$ cat src/rtl/matmul_seq_core_pkg.sv
// Shared types and width helpers for the sequential NxN matrix multiplier.
package matmul_pkg;

    typedef enum logic [1:0] {
        LOAD,
        COMPUTE,
        DRAIN
    } state_t;

    // Result width: a W x W product plus enough headroom for N-term accumulation.
    function automatic int acc_width(input int n, input int w);
        return 2 * w + $clog2(n);
    endfunction

    // Counter width able to hold 0..n-1.
    function automatic int idx_w(input int n);
        return $clog2(n);
    endfunction

endpackage

$ cat src/rtl/matmul_seq_core_if.sv
// Element stream in (A then B, row-major) and result stream out (C, row-major).
interface matmul_seq_core_if #(
    parameter int N = 2,
    parameter int W = 2,
    localparam int ACC_W = matmul_pkg::acc_width(N, W)
) ();

    logic             in_valid;
    logic             in_ready;
    logic [W-1:0]     in_data;
    logic             out_valid;
    logic             out_ready;
    logic [ACC_W-1:0] out_data;
    logic             out_last;

    modport master (
        output in_valid, in_data, out_ready,
        input  in_ready, out_valid, out_data, out_last
    );

    modport slave (
        input  in_valid, in_data, out_ready,
        output in_ready, out_valid, out_data, out_last
    );

endinterface

$ cat src/rtl/matmul_mac.sv
// Single multiply-accumulate unit time-shared across all C elements.
module matmul_mac import matmul_pkg::*; #(
    parameter int N = 2,
    parameter int W = 2,
    localparam int ACC_W = acc_width(N, W)
) (
    input  logic             clk,
    input  logic             reset,
    input  logic             ena,
    input  logic             clr,
    input  logic [W-1:0]     a,
    input  logic [W-1:0]     b,
    output logic [ACC_W-1:0] acc
);

    logic [2*W-1:0] prod;

    assign prod = (2*W)'(a) * (2*W)'(b);

    // One product per enabled cycle; clr starts a fresh sum with this product.
    always_ff @(posedge clk) begin
        if (reset) begin
            acc <= '0;
        end else if (ena) begin
            acc <= (clr ? '0 : acc) + ACC_W'(prod);
        end
    end

endmodule

$ cat src/rtl/matmul_seq_core.sv
// NxN unsigned matrix multiplier: stream A/B in, one MAC per cycle, stream C out.
module matmul_seq_core import matmul_pkg::*; #(
    parameter int N       = 2,
    parameter int W       = 2,
    parameter int MAX_VAL = 2,
    localparam int ACC_W  = acc_width(N, W)
) (
    input  logic              clk,
    input  logic              reset,
    input  logic              ena,
    matmul_seq_core_if.slave  bus,
    output logic              busy,
    output logic              error
);

    localparam int          IW    = idx_w(N);
    localparam logic [IW-1:0] LAST = IW'(N - 1);
    localparam int unsigned MAX_U = MAX_VAL;

    state_t state_q, state_d;

    logic [W-1:0]     a_mem [N][N];
    logic [W-1:0]     b_mem [N][N];
    logic [ACC_W-1:0] c_mem [N][N];

    logic [IW-1:0]    ld_r, ld_c;
    logic             ld_b;
    logic [IW-1:0]    ci, cj, ck;
    logic [IW-1:0]    wr_i, wr_j;
    logic             wr_pend;
    logic [IW-1:0]    out_r, out_c;
    logic [ACC_W-1:0] mac_acc;

    logic             in_fire, out_fire, in_illegal;
    logic             ld_first, ld_last, mac_en, mac_last, out_last_w;
    logic [W-1:0]     in_elem;

    assign in_illegal = 32'(bus.in_data) > MAX_U;
    assign in_elem    = in_illegal ? '0 : bus.in_data;
    assign in_fire    = (state_q == LOAD) && bus.in_valid && ena;
    assign out_fire   = (state_q == DRAIN) && bus.out_ready && ena;

    assign ld_first   = !ld_b && (ld_r == '0) && (ld_c == '0);
    assign ld_last    = ld_b && (ld_r == LAST) && (ld_c == LAST);
    assign mac_en     = ena && (state_q == COMPUTE);
    assign mac_last   = (ci == LAST) && (cj == LAST) && (ck == LAST);
    assign out_last_w = (out_r == LAST) && (out_c == LAST);

    assign bus.in_ready  = (state_q == LOAD);
    assign bus.out_valid = (state_q == DRAIN);
    assign bus.out_last  = (state_q == DRAIN) && out_last_w;
    assign bus.out_data  = ((state_q == DRAIN) && !error) ? c_mem[out_r][out_c] : '0;
    assign busy          = (state_q != LOAD);

    matmul_mac #(
        .N (N),
        .W (W)
    ) u_mac (
        .clk   (clk),
        .reset (reset),
        .ena   (mac_en),
        .clr   (ck == '0),
        .a     (a_mem[ci][ck]),
        .b     (b_mem[ck][cj]),
        .acc   (mac_acc)
    );

    // State register; everything freezes while ena is low.
    always_ff @(posedge clk) begin
        if (reset) begin
            state_q <= LOAD;
        end else if (ena) begin
            state_q <= state_d;
        end
    end

    // Next-state decode.
    always_comb begin
        state_d = state_q;
        case (state_q)
            LOAD:    if (in_fire && ld_last)     state_d = COMPUTE;
            COMPUTE: if (mac_en && mac_last)     state_d = DRAIN;
            DRAIN:   if (out_fire && out_last_w) state_d = LOAD;
            default:                             state_d = LOAD;
        endcase
    end

    // Load position (row, column, A/B select) and the per-pair sticky error flag.
    always_ff @(posedge clk) begin
        if (reset) begin
            ld_r  <= '0;
            ld_c  <= '0;
            ld_b  <= 1'b0;
            error <= 1'b0;
        end else if (in_fire) begin
            error <= ld_first ? in_illegal : (error | in_illegal);
            if (ld_c == LAST) begin
                ld_c <= '0;
                if (ld_r == LAST) begin
                    ld_r <= '0;
                    ld_b <= !ld_b;
                end else begin
                    ld_r <= ld_r + 1'b1;
                end
            end else begin
                ld_c <= ld_c + 1'b1;
            end
        end
    end

    // i/j/k sweep, k innermost. The MAC output is registered, so each finished
    // sum is written into C one enabled cycle after its k==N-1 step.
    always_ff @(posedge clk) begin
        if (reset) begin
            ci      <= '0;
            cj      <= '0;
            ck      <= '0;
            wr_i    <= '0;
            wr_j    <= '0;
            wr_pend <= 1'b0;
        end else if (ena) begin
            wr_pend <= mac_en && (ck == LAST);
            if (mac_en && (ck == LAST)) begin
                wr_i <= ci;
                wr_j <= cj;
            end
            if (mac_en) begin
                if (ck == LAST) begin
                    ck <= '0;
                    if (cj == LAST) begin
                        cj <= '0;
                        ci <= (ci == LAST) ? '0 : ci + 1'b1;
                    end else begin
                        cj <= cj + 1'b1;
                    end
                end else begin
                    ck <= ck + 1'b1;
                end
            end
        end
    end

    // Matrix storage; not cleared by reset.
    always_ff @(posedge clk) begin
        if (!reset && in_fire) begin
            if (ld_b) b_mem[ld_r][ld_c] <= in_elem;
            else      a_mem[ld_r][ld_c] <= in_elem;
        end
        if (!reset && ena && wr_pend) begin
            c_mem[wr_i][wr_j] <= mac_acc;
        end
    end

    // Output position; advances only on an accepted output.
    always_ff @(posedge clk) begin
        if (reset) begin
            out_r <= '0;
            out_c <= '0;
        end else if (out_fire) begin
            if (out_c == LAST) begin
                out_c <= '0;
                out_r <= (out_r == LAST) ? '0 : out_r + 1'b1;
            end else begin
                out_c <= out_c + 1'b1;
            end
        end
    end

endmodule
$ cat src/flat_wrapper.sv
// flat-port wrapper written by rule: the top's interface ports become plain ports
module matmul_seq_core_flat import matmul_pkg::*;
#(
    parameter int N       = 2,
    parameter int W       = 2,
    parameter int MAX_VAL = 2,
    localparam int ACC_W  = acc_width(N, W)
)
  (clk, reset, ena, busy, error, bus_in_valid, bus_in_data, bus_out_ready, bus_in_ready, bus_out_valid, bus_out_data, bus_out_last);
  matmul_seq_core_if #(.N(N), .W(W)) bus_i ();
  input  logic clk;
  input  logic reset;
  input  logic ena;
  output logic busy;
  output logic error;
  input wire logic [$bits(bus_i.in_valid)-1:0] bus_in_valid;
  input wire logic [$bits(bus_i.in_data)-1:0] bus_in_data;
  input wire logic [$bits(bus_i.out_ready)-1:0] bus_out_ready;
  output wire logic [$bits(bus_i.in_ready)-1:0] bus_in_ready;
  output wire logic [$bits(bus_i.out_valid)-1:0] bus_out_valid;
  output wire logic [$bits(bus_i.out_data)-1:0] bus_out_data;
  output wire logic [$bits(bus_i.out_last)-1:0] bus_out_last;
  assign bus_i.in_valid = bus_in_valid;
  assign bus_i.in_data = bus_in_data;
  assign bus_i.out_ready = bus_out_ready;
  assign bus_in_ready = bus_i.in_ready;
  assign bus_out_valid = bus_i.out_valid;
  assign bus_out_data = bus_i.out_data;
  assign bus_out_last = bus_i.out_last;
  matmul_seq_core #(.N(N), .W(W), .MAX_VAL(MAX_VAL)) u_core (.clk(clk), .reset(reset), .ena(ena), .bus(bus_i), .busy(busy), .error(error));
endmodule
$ cat config.mk
export PLATFORM = sky130hd
export DESIGN_NAME = matmul_seq_core_flat
export DESIGN_NICKNAME = d
export VERILOG_FILES = /design/src/rtl/matmul_seq_core_pkg.sv /design/src/rtl/matmul_seq_core_if.sv /design/src/rtl/matmul_mac.sv /design/src/rtl/matmul_seq_core.sv /design/src/flat_wrapper.sv
export SDC_FILE = /design/constraint.sdc
export NUM_CORES = 1
export LEC_CHECK = 0
export BUFFER_PORTS_ARGS = -buffer_cell sky130_fd_sc_hd__buf_4
export CORE_ASPECT_RATIO = 1.25
export CORE_MARGIN = 3
export CORE_UTILIZATION = 35
export CTS_CLUSTER_DIAMETER = 100
export DETAILED_ROUTE_END_ITERATION = 12
export PLACE_DENSITY = 0.53
export SLEW_MARGIN = 20
export SYNTH_ARGS = -nofsm -noshare
export SYNTH_HDL_FRONTEND = slang
export SYNTH_SLANG_ARGS = --single-unit
$ cat constraint.sdc
create_clock -name clk -period 5.9 [get_ports clk]
set_input_delay 1.18 -clock clk [delete_from_list [all_inputs] [get_ports clk]]
set_output_delay 1.18 -clock clk [all_outputs]
set_load 0.02 [all_outputs]
Word level (Yosys, flattened, before mapping)

Memories as Yosys holds them, arrays and structs flattened. A register that Yosys moved wholly into a read port is not among the register bits.
Index checks and enable logic that the tools add are counted.

Memories: 3
Bits in latches: 0
Bits in writable memories: 36
Flip-flop bits (word level): 19
Bits of input ports: 7
Output and inout bits: 10
Bits in read-only memories: 0

Equality and inequality tests: 5
Reduce and logical (&&, ||, !) cells: 36
Divide/modulo/power cells: 0
Order comparisons: 8
Muxes and demuxes: 42
Bitwise logic cells: 8
Shifts and indexed selects: 0
Add/sub/neg operators: 8
$mul: 1

Memory list:

| name         | depth | width | read ports | clocked after memory_dff | wr ports | line                  | RTL |
|---|---|---|---|---|---|---|---|
| u_core.c_mem | 2     | 10    | 1          | 1                        | 1        | matmul_seq_core.sv:24 | `logic [ACC_W-1:0] c_mem [N][N];` |
| u_core.a_mem | 2     | 4     | 1          | 1                        | 1        | matmul_seq_core.sv:22 | `logic [W-1:0] a_mem [N][N];` |
| u_core.b_mem | 2     | 4     | 1          | 1                        | 1        | matmul_seq_core.sv:23 | `logic [W-1:0] b_mem [N][N];` |

Operators by type and width:

| operator                                                   | number |
|---|---|
| 2-to-1 mux 5 bit                                           | 6 |
| logical AND 1 bit                                          | 23 |
| 2-to-1 mux 2 bit                                           | 11 |
| 2-to-1 mux 1 bit                                           | 19 |
| greater-or-equal comparator 2 bit, second input constant   | 5 |
| 2-to-1 mux 10 bit                                          | 1 |
| NOT 1 -> 2 bit                                             | 5 |
| 2-to-1 mux 4 bit                                           | 2 |
| AND reduction 2 bit                                        | 4 |
| AND reduction 4 bit                                        | 2 |
| adder 1 bit, second input constant                         | 7 |
| case mux 2 bit (3 select lines)                            | 1 |
| AND reduction 3 bit                                        | 2 |
| adder 5 x 4 -> 5 bit                                       | 1 |
| demux 5 bit (select 1 bit)                                 | 1 |
| less-than comparator 2 x 1 -> 1 bit, second input constant | 2 |
| multiplier 2 x 2 -> 4 bit                                  | 1 |
| != test 2 x 1 -> 1 bit, second input constant              | 2 |
| zero test 1 bit                                            | 3 |
| demux 2 bit (select 1 bit)                                 | 1 |
| equality test 2 x 1 -> 1 bit, second input constant        | 1 |
| equality test 2 bit, second input constant                 | 1 |
| > comparator 2 bit, second input constant                  | 1 |
| zero test 2 bit                                            | 1 |
| other kinds (4)                                            | 5 |

Longest topological paths before layout

Gate-level depths: netlist (run 1).

Word-level depth: 6
Mapped depth: 10

Hierarchy

Synthesis (run 1) repeated with hierarchy kept, for this count alone.

Cells, all modules: 199
Area total of the unflattened synthesis: 2,563.7 µm²

By module, submodules not included:

| module          | instances | sequential area each (µm²) | cells an instance | area each (µm²) |
|---|---|---|---|---|
| matmul_seq_core | 1         | 1,421.4                    | 161               | 2,187.1 |
| matmul_mac      | 1         | 100.1                      | 38                | 376.6 |

Worst setup path before layout (run 1)

OpenSTA, ideal clock, no wires.

Path type: register -> register
Start point: register (tool-made name)
End point: register u_core.u_mac.acc[3]
Library setup time: 0.070 ns
Path buffers: 0
Arrival: 2.433 ns
Data required time: 5.830 ns
Cell stages (with the launch flop): 10
Clock period less this slack: 2.503 ns
Setup slack: 3.397 ns
Cells stage by stage: dfxtp_1 mux4_2 and2_1 fa_1 ha_1 inv_1 fa_1 xnor2_1 nand2_1 a21oi_1

RTL lines:

| element              | line             | RTL |
|---|---|---|
| end signal, assigned | matmul_mac.sv:25 | `acc <= (clr ? '0 : acc) + ACC_W'(prod);` |
| end, declared        | matmul_mac.sv:13 | `output logic [ACC_W-1:0] acc` |

==> flow_summary.yaml, run 1 <==
drt:
  wirelength_mm: 4.200
  dr.pass1.iters: 4
  drc: 0
  ant_nets: 0
  wl_met1_mm: 1.757
  top_layer: "met4"
  viasPerCell: 4.762
  wl_per_cell_um: 13.50
  wl_met3_um: 120
  met2_length_mm: 2.246
  drt_iter0_drc: 56
  dr_total_vias: 1481
logic_synthesis:
  synth.area.top_cells: "edfxtp_1 43%, dfxtp_1 17%, mux4_2 8.0%, nor2_1 3.3%, ha_1 3.0%"
  netlist_area_mm2: 0.002539
  ys_async_sr_fraction: 0
  yosysTopAreaCell: "edfxtp_1"
  syn_nets: 213
  synth.avg_cell_area_um2: 12.82
  yosysSeqAreaShare: 0.5993
  netlist_instances: 198
  yosysWarnings: 0
  synthFlopType: "edfxtp_1"
  yosys.cell_types.count: 38
  synth_edf_count: 36
  yosys.area.top_type_share: 0.4258
  ys_ff_latch: 58
clock_tree:
  hold_buffers: 0
  cts_made_buffers: 9
  h-tree-depth: 3
  clock-root-buffer: "clkbuf_8"
  cts_sinks: 58
  cts_buffer_depth: 2
  postCtsSetupBuffers: 0
  cts_tree: "built"
  insertion_delay_ps: 330
  clk_pin_slew_worst_paths_ps: 70
  cts_resized: 0
global_routing:
  grt_max_degree: 26
  grt_pass1_vias: 1483
  antenna_found_initial: 0
  grt_pass1_wl_mm: 7.079
  gr-total-overflow: 0
  grt_usage: 0.1168
placed_design:
  port_buffers: 16
  dpl-instance-area_mm2: 0.002713
  pre_cts_ws_ps: 3210
  gp_congestion: 0.6960
  hpwl_mm: 3.106
  place_inst: 295
floorplanning:
  io-pin-count: 17
  fp.coreArea_mm2: 0.007019
  die_height_um: 101.2
  num_rows: 34
  die_x_um: 82.18
  die_area_mm2: 0.008318
  initial_core_util: 0.3617
job:
  max_cap_violations: 0
timing:
  hold_slack_ps: 455.1
  grt_setup_unrepaired: "false"
  fin_crit_sh: 0.4905
  finalHoldViolations: 0
  drv_slew: 0
  fmax_mhz: 345.6
  worstMarginPinSlew_ps: 973.8
  tns_ps: 0
  clock_skew_ps: 6.658
  setup_viol: 0
  finalCriticalPeriod_ps: 2894
  setup_ws_ps: 3006
  relSlewSlack: 0.3448
setup_path:
  crit_path_max_fanout: 5
  critPathCaptureType: "output pin"
  required_ps: 4720
  start_kind: "register"
  arrival_ps: 1710
  worstSetupPathType: "register to output pin"
  r2r_cells: 9
pwr:
  power.switching_uw: 163.8
  clockPowerShare: 0.502
  p_seq_frac: 0.478
  worst_ir_drop_vdd_mv: 0.2039
  power_density_mw_per_mm2: 304.5
  p_comb_frac: 0.020
  internal_power_uw: 738.7
  total_power_uw: 902.5
  p_leak_nw: 1.087
  switching_share: 0.1815
cells_and_area:
  final_nets: 231
  drive_above_1_share: 0.2081
  area_delta_synth_final_pct: 16.76
  fin_area_mm2: 0.002964
  stdcell_count: 311
  final_core_util: 0.4223
  nFillCells: 670
  diodes: 0
status:
  status: "complete, no violations"
min_path:
  hold_depth: 2
  hold_path.class: "register to register"
-- cell usage after synthesis (3+ instances only) --
library cell and instances:
nand3_1 5, nand3b_1 3, mux4_2 9, dfxtp_1 22, o21ai_0 3, ha_1 6, xnor2_1 5, nand2b_1 4
nand2_1 17, edfxtp_1 36, nor2_1 22, a21oi_1 8, clkbuf_1 3, xor2_1 4, nor3_1 4, and2_1 8
nor2b_1 8, inv_1 5
-- worst max-delay path, cell delays in order (launching register included) --
cell     delay, ps
dfxtp_1        530
mux4_2         550
nor2b_1        140
buf_4          160
-- area by class of cell --
cell class,count,area [um^2],share of cell area
Multi-Input combinational cell,125,935.9,0.3157
Timing Repair Buffer,16,120.1,0.04052
Tap cell,90,112.6,0.03799
Clock buffer,11,151.4,0.05108
Inverter,6,22.52,0.007598
Clock inverter,5,100.1,0.03377
Sequential cell,58,1521,0.5133
-- sequential cells by signal, summed over array words and instances, names as in the netlist, 2 cells and up, named ones only --
signal / cells
u_core.b_mem: 8
u_core.a_mem: 8
u_core.state_q: 2
u_core.c_mem: 20
u_core.u_mac.acc: 5
-- power groups by stage --
stage | registers [mW] | logic, mW | clock network [mW]
after floorplan | 0.439 | 0.0143 | 0
after CTS | 0.431 | 0.0183 | 0.462
after global placement | 0.440 | 0.0185 | 0
after detailed placement | 0.440 | 0.0183 | 0
after global routing | 0.431 | 0.0203 | 0.482
final | 0.432 | 0.0178 | 0.453
-- worst paths after layout --
kind | slack (ps) | to | start
max | 3010 | bus_out_data[4] | register
min | 460 | u_core.wr_pend | u_core.wr_pend
min reg2reg | 460 | u_core.wr_pend | u_core.wr_pend
max reg2reg | 3240 | u_core.u_mac.acc[3] | u_core.ck
-- logic make-up (layout without fill, tap and decap cells) --
group                    count (synthesis)  in the layout  synth area share
XOR/XNOR                                 9              9           0.03105
buffers and inverters                   15             38           0.03203
flip-flops                              58             58            0.5993
multiplexers                             9              9           0.07984
adder cells (fa/ha/maj)                  8              8           0.04534
AND/OR/NAND/NOR                         82             82            0.1730
AO/OA/AOI/OAI                           17             17           0.03943
-- metal layers --
metal	up-vias	global-route usage
li1	740	-
met1	716	0.1329
met2	16	0.1973
met3	9	0.03203
met4	0	0.06138
met5	-	0
-- cells in the final DEF (no fill, tap or decap) --
cell	count
and4_1	1
a31oi_1	2
and2b_1	1
nand2_2	1
inv_2	1
dfxtp_1	22
a211oi_1	1
xnor2_1	5
a21o_1	1
nor3_1	4
nand4_1	1
nand3_1	5
a21oi_1	8
a32oi_1	1
inv_1	5
xor2_1	4
nand2b_1	4
o21ai_0	3
mux4_2	9
bufinv_16	3
and3_1	2
nor2_1	22
nand3b_1	3
o31a_1	1
and2_1	8
nand2_1	17
clkbuf_8	11
or3_1	1
nor2b_1	8
fa_1	2
clkinv_2	2
buf_4	16
and4bb_4	1
nand3b_4	1
nor3_2	1
edfxtp_1	36
nor4_1	1
ha_1	6
No activity file was read; power rests on OpenSTA's default activity.
==> inputs of run 2 (changes only) <==
Settings changed: ABC_AREA set to 1.
Clock period 5.9 ns to 3 ns, I/O delays scaled along.
==> run 2 against run 1 <==
Compared with the run above:
- sequential share of layout area decreased by 0.13 points
- area after synthesis up 1.2%
- first-iteration DRC count is 39% higher
- critical path depth grew 8
- largest power group is now registers
==> flow_summary.yaml, run 2 <==
setup_path:
  critPathCaptureType: "register"
  required_ps: 3260
  worstSetupPathType: "register to register"
  worstReg2RegEnd: "u_core.u_mac.acc[3]"
  start_kind: "register"
  arrival_ps: 2820
  cp_top_family: "adder cells"
  cp_slowest_cell: "dfxtp_1"
  slowest_delay_ps: 530
  cp_num_buf_inv: 2
  r2r_cells: 11
  crit_path_max_fanout: 12
  r2r_slack_ps: 450
  path_cells: "inv_1 -> o21ai_0 -> o22a_1 -> nor2_1 -> fa_1 -> ha_1 -> inv_1 -> fa_1 -> xnor2_1 -> nand2_1 -> a21oi_1"
  reg2reg_from: "u_core.ck"
cells_and_area:
  fin_area_mm2: 0.002972
  final_nets: 302
  layout_commonest_cell: "nor2_1"
  mostFrequentLayoutCells: "55 x nor2_1, 36 x edfxtp_1, 27 x o21ai_0, 26 x inv_1, 26 x nand2_1"
  seqCellArea_mm2: 0.001521
  diodes: 0
  largest_reg_flops: 20
  multi_input_area_um2: 895.9
  drive_above_1_share: 0.1541
  nFillCells: 709
  regMostFlops: "u_core.c_mem"
  reg.largest.list: "u_core.c_mem (20), u_core.a_mem (8), u_core.b_mem (8)"
  area_delta_synth_final_pct: 15.68
drt:
  top_layer: "met4"
  dr_total_vias: 1786
  wl_met3_um: 177
  ant_nets: 0
  drc: 0
  wl_per_cell_um: 12.90
  drt_iter0_drc: 78
  viasPerCell: 4.675
  wl_met1_mm: 2.054
  met2_length_mm: 2.555
  dr.pass1.iters: 5
  wirelength_mm: 4.927
pwr:
  worst_ir_drop_vdd_mv: 0.2651
  power.switching_uw: 310.0
  internal_power_mw: 1.307
  switching_share: 0.1917
  total_power_mw: 1.617
  p_seq_frac: 0.524
  clockPowerShare: 0.453
  p_comb_frac: 0.023
  power_density_mw_per_mm2: 544.3
  p_leak_nw: 1.124
logic_synthesis:
  yosysWarnings: 0
  synth.avg_cell_area_um2: 9.657
  synth.area.top_cells: "edfxtp_1 42%, dfxtp_1 17%, nor2_1 8.0%, o21ai_0 5.3%, inv_1 3.8%"
  syn_nets: 281
  ys_ff_latch: 58
  yosysTopAreaCell: "edfxtp_1"
  synthFlopType: "edfxtp_1"
  netlist_instances: 266
  yosysSeqAreaShare: 0.5923
  netlist_area_mm2: 0.002569
  ys_async_sr_fraction: 0
  yosys.cell_types.count: 29
  synth.most_common_cell: "nor2_1"
  synth_common_cells: "55 x nor2_1, 36 x edfxtp_1, 27 x o21ai_0"
  synth_edf_count: 36
  yosys.area.top_type_share: 0.4208
global_routing:
  grt_usage: 0.1332
  grt_max_degree: 15
  gr-total-overflow: 0
  grt_pass1_vias: 1736
  grt_pass1_wl_mm: 8.100
  antenna_found_initial: 0
clock_tree:
  cts_tree: "built"
  cts_sinks: 58
  hold_buffers: 0
  h-tree-depth: 3
  cts_made_buffers: 9
  cts_resized: 0
  postCtsSetupBuffers: 0
  insertion_delay_ps: 330
  cts_buffer_depth: 2
  clk_pin_slew_worst_paths_ps: 60
  clock-root-buffer: "clkbuf_8"
timing:
  relSlewSlack: 0.6634
  hold_slack_ps: 468.2
  worstMarginPinSlew_ps: 503.0
  clock_skew_ps: 5.945
  fin_crit_sh: 0.8511
  drv_slew: 0
  finalCriticalPeriod_ps: 2553
  tns_ps: 0
  grt_setup_unrepaired: "false"
  setup_viol: 0
  fmax_mhz: 391.6
  setup_ws_ps: 446.7
  finalHoldViolations: 0
placed_design:
  dpl-instance-area_mm2: 0.002764
  pre_cts_ws_ps: 489.1
  hpwl_mm: 3.752
  gp_congestion: 0.8256
  port_buffers: 16
floorplanning:
  die_area_mm2: 0.008410
  num_rows: 34
  die_height_um: 101.8
  io-pin-count: 17
  fp.coreArea_mm2: 0.007062
  die_x_um: 82.63
  initial_core_util: 0.3637
min_path:
  hold_start: "u_core.wr_j"
  hold_depth: 2
  hold_path.class: "register to register"
  hold_path_end: "u_core.wr_j"
job:
  max_cap_violations: 0
status:
  status: "complete, no violations"
## run 2: cell count changes after synthesis, moves of 3 or more
| cell | delta |
|---|---|
| a21oi_1 | +10 |
| and2_1 | -8 |
| inv_1 | +21 |
| mux4_2 | -9 |
| nand2_1 | +9 |
| nand2_2 | +6 |
| nand2b_1 | -4 |
| nand3b_1 | -3 |
| nor2_1 | +33 |
| nor2b_1 | -8 |
| o21ai_0 | +24 |
| o22a_1 | +4 |
| xor2_1 | -4 |
## run 2: how the worst max path moves through the flow
stage,startpoint,endpoint,slack [ps],depth (start not counted)
floorplan,u_core.ck,u_core.u_mac.acc[3],720,12
global placement,u_core.ck,u_core.u_mac.acc[3],610,11
detailed placement,u_core.ck,u_core.u_mac.acc[3],490,11
CTS,u_core.ck,u_core.u_mac.acc[3],480,11
global route,u_core.ck,u_core.u_mac.acc[3],270,11
finish,u_core.ck,u_core.u_mac.acc[3],450,11
## run 2: cell type report
class,count,share of cell area
clock buffers,14,0.05811
inverters,30,0.03832
multi-input cells,172,0.3015
repair buffers,16,0.04042
clock inverters,2,0.01179
flip-flops and latches,58,0.5120
well taps,90,0.03789
## run 2: kinds of logic after synthesis
kind of cell,count (synthesis),synth area share
xor+xnor,3,0.01023
simple gates,108,0.1831
compound gates,53,0.1106
buf+inv,36,0.05893
fa+ha+maj,8,0.04481
flops,58,0.5923
## run 2: metal layers
metal	vias to the layer above	global-route usage
met5	-	0
met4	0	0.07673
met3	14	0.03381
met2	36	0.2309
met1	804	0.1443
li1	932	-
## run 2: worst min-delay path, delay by kind of cell (launching register included)
kind                   cells  cell delay, ps
AOI/OAI and AO/OA          1              50
buffers and inverters      1              60
DFF                        1             310
## run 2: power by group through the flow
stage                     clock, mW  sequential [mW]  combinational, mW
final                         0.732            0.848             0.0379
after global routing          0.793            0.847             0.0434
after CTS                     0.752            0.847             0.0386
after detailed placement          0            0.865             0.0385
after global placement            0            0.864             0.0385
after floorplan                   0            0.864             0.0238
## run 2: stage by stage
step                  util  std cells
floorplan                -        266
global placement    0.3914        366
detailed placement  0.3914        366
CTS                 0.4208        382
global route        0.4208        382
finish              0.4208        382
==> inputs of run 3 (changes only) <==
Settings changed: ABC_AREA 1 to not set.
==> run 3 against run 2 <==
Compared with the run above:
- global-route usage down 1.3 points
- critical path type unchanged
- flip-flop and latch count unchanged
- wire length is 12% lower
- clock skew rose by 1.3 ps
==> flow_summary.yaml, run 3 (synthesized netlist as in run 1, its figures left out) <==
drt:
  top_layer: "met4"
  viasPerCell: 4.776
  dr_total_vias: 1495
  wirelength_mm: 4.314
  drt_iter0_drc: 61
  wl_met3_um: 121
  ant_nets: 0
  wl_met1_mm: 1.854
  met2_length_mm: 2.279
  wl_per_cell_um: 13.78
  dr.pass1.iters: 4
  drc: 0
clock_tree:
  cts_resized: 0
  cts_made_buffers: 9
  clk_pin_slew_worst_paths_ps: 60
  hold_buffers: 0
  cts_buffer_depth: 2
  postCtsSetupBuffers: 0
  clock-root-buffer: "clkbuf_8"
  h-tree-depth: 3
  insertion_delay_ps: 330
  cts_tree: "built"
  cts_sinks: 58
floorplanning:
  fp.coreArea_mm2: 0.007019
  die_height_um: 101.2
  die_x_um: 82.18
  initial_core_util: 0.3617
  die_area_mm2: 0.008318
  io-pin-count: 17
  num_rows: 34
timing:
  grt_setup_unrepaired: "false"
  finalHoldViolations: 0
  relSlewSlack: 0.6195
  worstMarginPinSlew_ps: 569.6
  setup_ws_ps: 401.1
  clock_skew_ps: 7.216
  fin_crit_sh: 0.8663
  fmax_mhz: 384.8
  hold_slack_ps: 454.9
  tns_ps: 0
  drv_slew: 0
  finalCriticalPeriod_ps: 2599
  setup_viol: 0
pwr:
  clockPowerShare: 0.411
  p_leak_nw: 1.062
  worst_ir_drop_vdd_mv: 0.3466
  p_seq_frac: 0.565
  switching_share: 0.2013
  p_comb_frac: 0.024
  power_density_mw_per_mm2: 517.7
  power.switching_uw: 302.4
  total_power_mw: 1.502
  internal_power_mw: 1.200
global_routing:
  grt_pass1_wl_mm: 7.238
  grt_max_degree: 26
  grt_usage: 0.1205
  gr-total-overflow: 0
  grt_pass1_vias: 1491
  antenna_found_initial: 0
cells_and_area:
  nFillCells: 667
  fin_area_mm2: 0.002902
  area_delta_synth_final_pct: 14.29
  mostFrequentLayoutCells: "36 x edfxtp_1, 22 x nor2_1, 22 x dfxtp_1, 18 x buf_4, 17 x nand2_1"
  regMostFlops: "u_core.c_mem"
  final_nets: 233
  reg.largest.list: "u_core.c_mem (20), u_core.a_mem (8), u_core.b_mem (8)"
  layout_commonest_cell: "edfxtp_1"
  largest_reg_flops: 20
  multi_input_area_um2: 935.9
  drive_above_1_share: 0.2063
  diodes: 0
  seqCellArea_mm2: 0.001521
setup_path:
  worstSetupPathType: "register to register"
  cp_num_buf_inv: 1
  cp_slowest_cell: "fa_1"
  path_cells: "mux4_2 -> and2_1 -> fa_1 -> ha_1 -> inv_1 -> fa_1 -> xnor2_1 -> nand2_1 -> a21oi_1"
  crit_path_max_fanout: 2
  required_ps: 3260
  cpMostUsedCell: "fa_1"
  cp_top_family: "adder cells"
  start_kind: "register"
  slowest_delay_ps: 540
  arrival_ps: 2860
  critPathCaptureType: "register"
placed_design:
  pre_cts_ws_ps: 400.5
  dpl-instance-area_mm2: 0.002728
  hpwl_mm: 3.177
  port_buffers: 16
  gp_congestion: 0.7737
min_path:
  hold_path.class: "register to register"
status:
  status: "complete, no violations"
job:
  max_cap_violations: 0
run 3: cell type report:
type,instances,share of cell area
well taps,90,0.03881
flip-flops and latches,58,0.5244
inverters,6,0.007762
repair buffers,18,0.04657
clock inverters,3,0.005175
multi-input cells,125,0.3226
clock buffers,13,0.05476
run 3: worst paths after layout:
path,startpoint,end,slack (ps),depth (start not counted)
max,register,u_core.u_mac.acc[3],400,9
min,u_core.wr_pend,u_core.wr_pend,450,2
max reg2reg,register,u_core.u_mac.acc[3],400,9
min reg2reg,u_core.wr_pend,u_core.wr_pend,450,2
run 3: power by group through the flow:
stage               combinational, mW  clock [mW]  sequential (mW)
global placement               0.0360           0            0.866
global route                   0.0404       0.680            0.849
detailed placement             0.0363           0            0.866
floorplan                      0.0281           0            0.864
finish                         0.0360       0.617            0.849
CTS                            0.0365       0.641            0.849
run 3: metal layers:
metal  vias to the layer above  global-route usage
met2                        24              0.2004
met5                         -                   0
li1                        745                   -
met4                         0             0.06905
met3                         6             0.03203
met1                       720              0.1381
run 3: worst reg2reg max path: stages (launching register included):
cell and delay (ps):
dfxtp_1 380, mux4_2 510, and2_1 190, fa_1 540, ha_1 160, inv_1 50
fa_1 370, xnor2_1 140, nand2_1 60, a21oi_1 130
run 3: stage by stage:
step                      std cells  utilization
after CTS                       313       0.4134
final                           313       0.4134
after global routing            313       0.4134
after floorplan                 198            -
after global placement          297       0.3886
after detailed placement        297       0.3886
